**src/rtl/bfp_pkg.sv**
```systemverilog
// Shared definitions for the block floating point serialiser/collector pair:
// FSM encoding, lane count, beat counter width and default word width.
package bfp_pkg;

  typedef enum logic {
    IDLE = 1'b0,
    SEND = 1'b1
  } bfp_state_e;

  localparam int BFP_LANES  = 4;
  localparam int BFP_CNT_W  = 2;
  localparam int BFP_WORD_W = 16;

  // True when the counter points at the final lane of a group.
  function automatic logic bfp_is_last(input logic [BFP_CNT_W-1:0] cnt);
    return cnt == BFP_CNT_W'(BFP_LANES - 1);
  endfunction

endpackage

```
**src/rtl/piso_4_register.sv**
```systemverilog
// Enabled holding register with synchronous active-high clear.
module piso_4_register #(
  parameter int W = 16
) (
  input  logic         clk,
  input  logic         reset,
  input  logic         en_i,
  input  logic [W-1:0] d_i,
  output logic [W-1:0] q_o
);

  always_ff @(posedge clk) begin
    if (reset) begin
      q_o <= '0;
    end else if (en_i) begin
      q_o <= d_i;
    end
  end

endmodule

```
**src/rtl/piso_4.sv**
```systemverilog
// 4-word parallel-in serial-out: in0 first, out_last on the fourth beat; first word 1 cycle after load.
// out_ready low freezes the word and counter; in_ready opens only when idle or on the final accepted beat.
module piso_4
  import bfp_pkg::*;
#(
  parameter int bit_size = BFP_WORD_W
) (
  input  logic                clk,
  input  logic                reset,
  input  logic [bit_size-1:0] in3,
  input  logic [bit_size-1:0] in2,
  input  logic [bit_size-1:0] in1,
  input  logic [bit_size-1:0] in0,
  input  logic                in_valid,
  output logic                in_ready,
  output logic [bit_size-1:0] out_data,
  output logic                out_valid,
  input  logic                out_ready,
  output logic                out_last
);

  bfp_state_e             state_q;
  logic [BFP_CNT_W-1:0]   cnt_q;
  logic                   out_valid_q;
  logic                   out_last_q;

  logic                   load;
  logic                   beat;
  logic                   last_beat;
  logic                   h_en;

  logic [bit_size-1:0]    lane_in [BFP_LANES];
  logic [bit_size-1:0]    h_d     [BFP_LANES];
  logic [bit_size-1:0]    h_q     [BFP_LANES];

  assign lane_in[0] = in0;
  assign lane_in[1] = in1;
  assign lane_in[2] = in2;
  assign lane_in[3] = in3;

  assign last_beat = bfp_is_last(cnt_q);
  assign beat      = out_valid_q & out_ready;
  // Combinational path from out_ready lets the next group load on the last beat with no bubble.
  assign in_ready  = (state_q == IDLE) | ((state_q == SEND) & last_beat & out_ready);
  assign load      = in_valid & in_ready;
  assign h_en      = load | beat;

  // Shift toward h0 on a beat, zero-filling the top so an exhausted group leaves clean registers.
  always_comb begin
    for (int i = 0; i < BFP_LANES - 1; i++) begin
      h_d[i] = load ? lane_in[i] : h_q[i+1];
    end
    h_d[BFP_LANES-1] = load ? lane_in[BFP_LANES-1] : '0;
  end

  for (genvar g = 0; g < BFP_LANES; g++) begin : g_hold
    piso_4_register #(.W(bit_size)) u_hold (
      .clk   (clk),
      .reset (reset),
      .en_i  (h_en),
      .d_i   (h_d[g]),
      .q_o   (h_q[g])
    );
  end

  always_ff @(posedge clk) begin
    if (reset) begin
      state_q     <= IDLE;
      cnt_q       <= '0;
      out_valid_q <= 1'b0;
      out_last_q  <= 1'b0;
    end else begin
      case (state_q)
        IDLE: begin
          if (load) begin
            state_q     <= SEND;
            cnt_q       <= '0;
            out_valid_q <= 1'b1;
            out_last_q  <= 1'b0;
          end
        end
        SEND: begin
          if (beat) begin
            if (last_beat) begin
              cnt_q      <= '0;
              out_last_q <= 1'b0;
              if (!load) begin
                state_q     <= IDLE;
                out_valid_q <= 1'b0;
              end
            end else begin
              cnt_q      <= cnt_q + BFP_CNT_W'(1);
              out_last_q <= (cnt_q == BFP_CNT_W'(BFP_LANES - 2));
            end
          end
        end
      endcase
    end
  end

  assign out_data  = h_q[0];
  assign out_valid = out_valid_q;
  assign out_last  = out_last_q;

endmodule

```
**config.mk**
```make
export PLATFORM = sky130hd
export DESIGN_NAME = piso_4
export DESIGN_NICKNAME = d
export VERILOG_FILES = /design/src/rtl/bfp_pkg.sv /design/src/rtl/piso_4_register.sv /design/src/rtl/piso_4.sv
export SDC_FILE = /design/constraint.sdc
export NUM_CORES = 1
export LEC_CHECK = 0
export ABC_CLOCK_PERIOD_IN_PS = 3700
export BUFFER_PORTS_ARGS = -buffer_cell sky130_fd_sc_hd__buf_2
export CORE_AREA = 2 2 110 59
export CTS_BUF_LIST = sky130_fd_sc_hd__clkbuf_8
export CTS_CLUSTER_DIAMETER = 120
export DETAILED_ROUTE_END_ITERATION = 10
export DIE_AREA = 0 0 112 61
export PLACE_DENSITY = 0.95
export SKIP_LAST_GASP = 1
export SLEW_MARGIN = 10
export SYNTH_ARGS = -nofsm -noshare
export SYNTH_HDL_FRONTEND = slang
export SYNTH_HIERARCHICAL = 1
export SYNTH_SLANG_ARGS = --single-unit
```
**constraint.sdc**
```tcl
create_clock -name clk -period 3.7 [get_ports clk]
set_input_delay 0.555 -clock clk [delete_from_list [all_inputs] [get_ports clk]]
set_output_delay 0.555 -clock clk [all_outputs]
set_load 0.1 [all_outputs]
```
==> impl_results.md, run 1 <==
- Status: complete, no violations
- Congestion Overflow GR: 0
- Minimum hold slack: 485 ps
- Total power: 1700 uW
- Post-Syn Area: 0.00332 sq mm
- Bufs on Longest Clock Path: 2
- Arrival @ worst endpoint: 2720 ps
- CTS Hold Bufs: 0
- Residual DRC count: 0
- Flops & latches, synth: 69
- Setup bufs post-CTS: 0
- Net Switching: 486 uW
- Max Slew Vio Count: 0
- Avg Inst Size Synth: about 11 sq um
- CTS Buf Count: 9
- Post-synthesis cell type count: 25
- Routability-driven placement congestion ratio: 0.869
- Share of post-route cells with drive strength above 1: 39.8%
- Fin crit period: 2500 ps
- Via count: 2405
- Combinational group share of total power: 19.9%
- Largest net degree at the start of global routing: between 60 and 70
- Seq/Total Area, Yosys: about two fifths
- I/O Buffers: 86
- RSZ-0062 raised after global routing: false
- Vias in the first global route: 2378
- CTS tree: yes
- Seq pwr share: 46.9%
- Gr usage total: 20.9%
- Power Dens Cells: around 440 mW/mm^2
- Clock Skew: 9.20 ps
- Clk pwr share: between 30% and 40%
- Startpoint Class: register
- First-pass GRT wire length: 10.8 mm
- Core area: 0.00586 sq mm
- H-tree levels: 3
- TritonRoute pass-1 iters: 4
- Number of max-cap violations: 0
- Most frequent cell after synthesis: dfxtp_1
- Setup TNS: 0 ps
- Initial antenna violation count: 0
- Final Core Density: 65.5%
- Setup Viol. Count Final: 0
- Final hold vios: 0
- Hpwl dp: 4.71 mm
- Peak VDD IR: slightly below 300 uV
- Top-area cell type share of the netlist area: 41.6%
- Routed WL: approximately 7 mm
- Critical path cell sequence: ha_1, a21bo_4, nand2_4, nand2_4, mux2i_1, nor2_1
- Top cells by area, synth: dfxtp_1 42%, mux2i_1 19%, mux2_2 13%
- CTS Sinks: 69
- Most used cell along the critical path: nand2_4
- Asr flop ratio synth: 0%
- Die width: 112 um
- FP Rows: 20
- Root Driver: clkbuf_8
- CTS resizes: 0
- Slew margin rel.: between 20% and 30%
- Post-synth top area cell: dfxtp_1
- Ys Warns: 6
- Total die area: about 0.0068 sq mm
- Post-synth EDFFs: 0
- P_leak: 0.00190 uW
- NumNets Final: 454
- Antenna diodes: 0
- Highest Clock Rate: 401 MHz
- IO Count: 87
- Crit-path slowest cell: nand2_4
- Synth Flop Type: dfxtp_1
- Type of the worst setup path: register to register
- Cells after Synth: approximately 300
- Internal: 1210 uW
- Top cells by count, synth: 69 x dfxtp_1, 65 x nor2_1, 64 x mux2i_1, 39 x mux2_2, 16 x and3_1
- CP Data Required Time: 3920 ps
- Reg clk slew, reported paths: 70 ps
- Syn Nets: about 380
- Effective utilization at floorplan: between 50 and 60%
- Die Height: 61 um
- Worst Path Max Fanout: between 60 and 70
- Worst slew pin tran: about 1100 ps
- Post-route ant nets: 0
- Switching Fraction: 28.6%
- Period utilization: 67.5%
- Clk Latency, worst-skew pair: approximately 340 ps
- Slowest cell delay on critical path: 850 ps
- Worst hold path class: register to register
- Area delta synth->final: 15.4%
- Setup slack, reg-to-reg: ~1200 ps
- WL/cell: 14.6 um
- Vias per Instance: 5.16
- Crit path capture type: register
- DR iter-0 viols: 137
## worst paths after layout
| check | start | endpoint | cells after the start |
|---|---|---|---|
| setup reg to reg | cnt_q[0]$_SDFFE_PP0P_ | g_hold[2].u_hold/q_o[14]$_SDFFE_PP0P_ | 6 |
| hold / removal | out_last$_SDFFE_PP0P_ | out_last$_SDFFE_PP0P_ | 2 |
| setup / recovery | cnt_q[0]$_SDFFE_PP0P_ | g_hold[2].u_hold/q_o[14]$_SDFFE_PP0P_ | 6 |
| hold reg to reg | out_last$_SDFFE_PP0P_ | out_last$_SDFFE_PP0P_ | 2 |
## registers in the layout (all words and copies together), names as in the netlist
signal and flops:
g_hold.u_hold/q_o 64, cnt_q 2, out_last 1, out_valid 1
state_q 1
## cell type report
| type | instances | area (sq um) |
|---|---|---|
| flip-flops and latches | 69 | 1380 |
| well taps | 77 | 96.3 |
| multi-input cells | 214 | 1720 |
| repair buffers | 88 | 445 |
| fillers | 485 | 2020 |
| clock inverters | 4 | 22.5 |
| inverters | 2 | 7.51 |
| clock buffers | 12 | 165 |
## through the flow
step,setup WS [ps],std cells,instance area (sq um)
2_1_floorplan,1460,309,3320
3_3_place_gp,1280,450,3650
3_5_place_dp,1190,450,3650
4_1_cts,1250,466,3840
5_1_grt,1060,466,3840
6_report,1200,466,3840
## power by group through the flow
stage	registers [uW]	clock network [uW]	logic, uW
5_1_grt	802	623	359
6_report	798	564	338
3_3_place_gp	812	0	330
4_1_cts	798	583	339
3_5_place_dp	814	0	337
2_1_floorplan	882	0	220
## cell families after synthesis
| family | count (synthesis) | share of synthesized area (%) |
|---|---|---|
| muxes | 112 | 36.5 |
| DFF | 69 | 41.6 |
| AOI/OAI and AO/OA | 6 | 1.32 |
| adders and majority gates | 2 | 0.753 |
| buffers and inverters | 26 | 7.00 |
| and+or+nand+nor | 94 | 12.8 |
## cell usage in the layout, fill, tap and decap left out
master	count
buf_2	86
dfxtp_1	69
nor2_1	65
mux2i_1	64
mux2_2	39
and3_1	16
clkbuf_8	12
mux2_4	9
nand3_1	5
a21oi_1	4
inv_1	3
nand2_4	2
ha_1	2
clkinv_2	2
buf_4	2
a21bo_4	1
nand2_1	1
nand4_1	1
nand2b_1	1
or4b_1	1
or2_2	1
and4b_1	1
a211oi_1	1
clkinv_4	1
## per-layer routing
metal  share of wire (%)  vias up  GRT usage [%]
met2                  46       68           35.2
met1                  45     1125           24.4
li1                    -     1210              -
met3                 8.7        2           11.1
met4                0.12        0           4.70
met5                   0        -              0
## worst max-delay path: cells and delay by family (launching register included)
family | cells | cell delay [ps]
compound gates | 1 | 280
fa+ha+maj | 1 | 250
mux | 1 | 310
flops | 1 | 380
simple gates | 3 | 1120
Note: power is estimated with default switching activity, not from simulation.
==> inputs of run 2 (changes only) <==
--- a/config.mk
+++ b/config.mk
@@ -5,14 +5,14 @@
 export SDC_FILE = /design/constraint.sdc
 export NUM_CORES = 1
 export LEC_CHECK = 0
-export ABC_CLOCK_PERIOD_IN_PS = 3700
+export ABC_CLOCK_PERIOD_IN_PS = 2400
 export BUFFER_PORTS_ARGS = -buffer_cell sky130_fd_sc_hd__buf_2
-export CORE_AREA = 2 2 110 59
+export CORE_AREA = 2 2 113 60
 export CTS_BUF_LIST = sky130_fd_sc_hd__clkbuf_8
 export CTS_CLUSTER_DIAMETER = 120
 export DETAILED_ROUTE_END_ITERATION = 10
-export DIE_AREA = 0 0 112 61
-export PLACE_DENSITY = 0.95
+export DIE_AREA = 0 0 115 62
+export PLACE_DENSITY = 0.92
 export SKIP_LAST_GASP = 1
 export SLEW_MARGIN = 10
 export SYNTH_ARGS = -nofsm -noshare
==> constraint.sdc (replaced) <==
create_clock -name clk -period 2.4 [get_ports clk]
set_input_delay 0.36 -clock clk [delete_from_list [all_inputs] [get_ports clk]]
set_output_delay 0.36 -clock clk [all_outputs]
set_load 0.1 [all_outputs]
==> impl_results.md, run 2 (same netlist as run 1, synthesis figures left out) <==
- Initial antenna violation count: 1 (+1)
- Post-Layout Cell Count: 471 (+1.1%)
- Met1 Resource Use GR: 24.2% (-0.24 points)
- RSZ-0062 raised after global routing: false
- Crit Reg-Reg Endpoint: g_hold[1].u_hold/q_o[7]$_SDFFE_PP0P_
- Met3 Track Usage GR: 9.21% (-1.9 points)
- Worst Path Max Fanout: 17 (-73%)
- Antenna diodes: 0 (unchanged)
- Peak VDD IR: 435 uV (+47%)
- CP startpoint: cnt_q[0]$_SDFFE_PP0P_
- Hold Path Depth: 3 (+1)
- I/O Buffers: 86 (unchanged)
- Crit path capture type: output port
- CTS Hold Bufs: 0 (unchanged)
- Fill cells: 544 (+12%)
- Number of max-cap violations: 0 (unchanged)
- Net Switching: 745 uW (+53%)
- Root Driver: clkbuf_8
- Via count: 2419 (+0.58%)
- Area of the multi-input gates: 0.00172 sq mm (unchanged)
- Status: complete, no violations
- Core area: 0.00631 sq mm (+7.7%)
- Worst hold path class: primary input to register
- Setup Viol. Count Final: 0 (unchanged)
- CTS tree: yes
- Top Registers: g_hold.u_hold/q_o (64), cnt_q (2)
- NumNets Final: 458 (+0.88%)
- Startpoint Class: register
- DR iter-0 viols: 121 (-12%)
- Bufs on Longest Clock Path: 2 (unchanged)
- Seq pwr share: 47.7% (+0.8 points)
- Post-route ant nets: 0 (unchanged)
- Routability-driven placement congestion ratio: 0.796 (-8.5%)
- Gr usage total: 19.9% (-0.99 points)
- Worst r2r src: cnt_q[0]$_SDFFE_PP0P_
- Reg clk slew, reported paths: 70 ps (about the same)
- Global route hottest layer: met2
- DP Cell Count: 457 (+1.6%)
- P_leak: 0.00192 uW (+0.92%)
- Setup slack, reg-to-reg: 290 ps (-910 ps)
- CP Data Required Time: 2040 ps (-1880 ps)
- Hold Path End: out_last$_SDFFE_PP0P_
- Total die area: 0.00713 sq mm (+4.4%)
- Global Route met2 Usage: 32.0% (-3.1 points)
- Arrival @ worst endpoint: 1820 ps (-900 ps)
- Max reg flops: 64 (unchanged)
- Vias per Instance: 5.14 (-0.49%)
- Hold_sp: out_ready
- Final hold vios: 0 (unchanged)
- Residual DRC count: 0 (unchanged)
- Worst slew pin tran: 552 ps (-543 ps)
- Setup bufs post-CTS: 0 (unchanged)
- Period utilization: 90.8%
- H-tree levels: 3 (unchanged)
- Most flops, register: g_hold.u_hold/q_o
- Highest Clock Rate: ~460 MHz
- Slew margin rel.: 63.2% (+36 points)
- CTS Buf Count: 9 (unchanged)
- Type of the worst setup path: register to output port
- Fin crit period: 2180 ps
- Combinational group share of total power: 20.6% (+0.7 points)
- Largest net degree at the start of global routing: 38 (-42%)
- Internal: 1840 uW (+51%)
- Vias in the first global route: 2321 (-2.4%)
- Commonest non-fill, non-tap cell in the layout: buf_2
- Total power: 2580 uW (+52%)
- Clk Latency, worst-skew pair: 350 ps (about the same)
- Reg area: 0.00138 sq mm (unchanged)
- First-pass GRT wire length: 10.7 mm (-1.7%)
- CTS resizes: 0 (unchanged)
- Die Height: 62 um (+1.6%)
- Final Core Density: 61.4% (-4.1 points)
- FP Rows: 21 (+5.0%)
- Power Dens Cells: 667 mW/mm^2 (+50%)
- WL/cell: 14.8 um (+0.98%)
- Hpwl dp: 4.87 mm (+3.3%)
- Congestion Overflow GR: 0 (unchanged)
- IO Count: 87 (unchanged)
- Switching Fraction: 28.9% (+0.30 points)
- CTS Sinks: 69 (unchanged)
- Die width: 115 um (+2.7%)
- Effective utilization at floorplan: 52.7% (-4.1 points)
- Area delta synth->final: 16.5%
- Reg2reg path depth: 7 (+1)
- Routed WL: 6.97 mm (+2.1%)
- Setup TNS: 0 ps (unchanged)
- Clk pwr share: 31.7% (-1.5 points)
- Clock Skew: 7.40 ps (-1.81 ps)
- TritonRoute pass-1 iters: 4 (unchanged)
- Share of post-route cells with drive strength above 1: 40.2% (+0.31 points)
- Commonest non-fill, non-tap cells in the layout: 86 x buf_2, 69 x dfxtp_1, 65 x nor2_1
- Max Slew Vio Count: 0 (unchanged)
==> run 2: worst max path at each step <==
stage                                            to  slack, ps  depth (start not counted)
6_report                                   in_ready        220                          4
4_1_cts                                    in_ready        220                          4
3_3_place_gp   g_hold[2].u_hold/q_o[5]$_SDFFE_PP0P_        400                          7
2_1_floorplan  g_hold[3].u_hold/q_o[0]$_SDFFE_PP0P_        250                          6
5_1_grt                                    in_ready        140                          4
3_5_place_dp   g_hold[1].u_hold/q_o[7]$_SDFFE_PP0P_        310                          7
==> run 2: stage by stage <==
stage | area [sq um] | setup slack [ps] | hold slack [ps]
floorplan | 3320 | 246 | 429
global placement | 3710 | 402 | 469
detailed placement | 3710 | 314 | 472
CTS | 3870 | 221 | 347
global route | 3870 | 142 | 372
finish | 3870 | 220 | 366
==> run 2: cell type report <==
class | instances | area share (%)
well taps | 80 | 2.58
clock buffers | 11 | 3.91
repair buffers | 92 | 12.9
flip-flops and latches | 69 | 35.7
clock inverters | 3 | 0.355
multi-input cells | 214 | 44.4
inverters | 2 | 0.194
==> run 2: worst max-delay path, stage by stage, from the launching register on <==
cell,delay [ps]
dfxtp_1,380
ha_1,250
a21bo_4,170
buf_4,220
buf_2,460
==> run 2: metal layers <==
metal | wire [um] | part of all wire (%)
met5 | 0 | 0
met1 | 3270 | 47
met2 | 3110 | 45
met4 | 51 | 0.73
met3 | 533 | 7.7
==> run 2: power groups by stage <==
stage | logic (uW) | clock network, uW | registers [uW]
3_3_place_gp | 518 | 0 | 1250
3_5_place_dp | 531 | 0 | 1260
6_report | 532 | 820 | 1230
2_1_floorplan | 339 | 0 | 1360
4_1_cts | 533 | 847 | 1230
5_1_grt | 567 | 890 | 1240
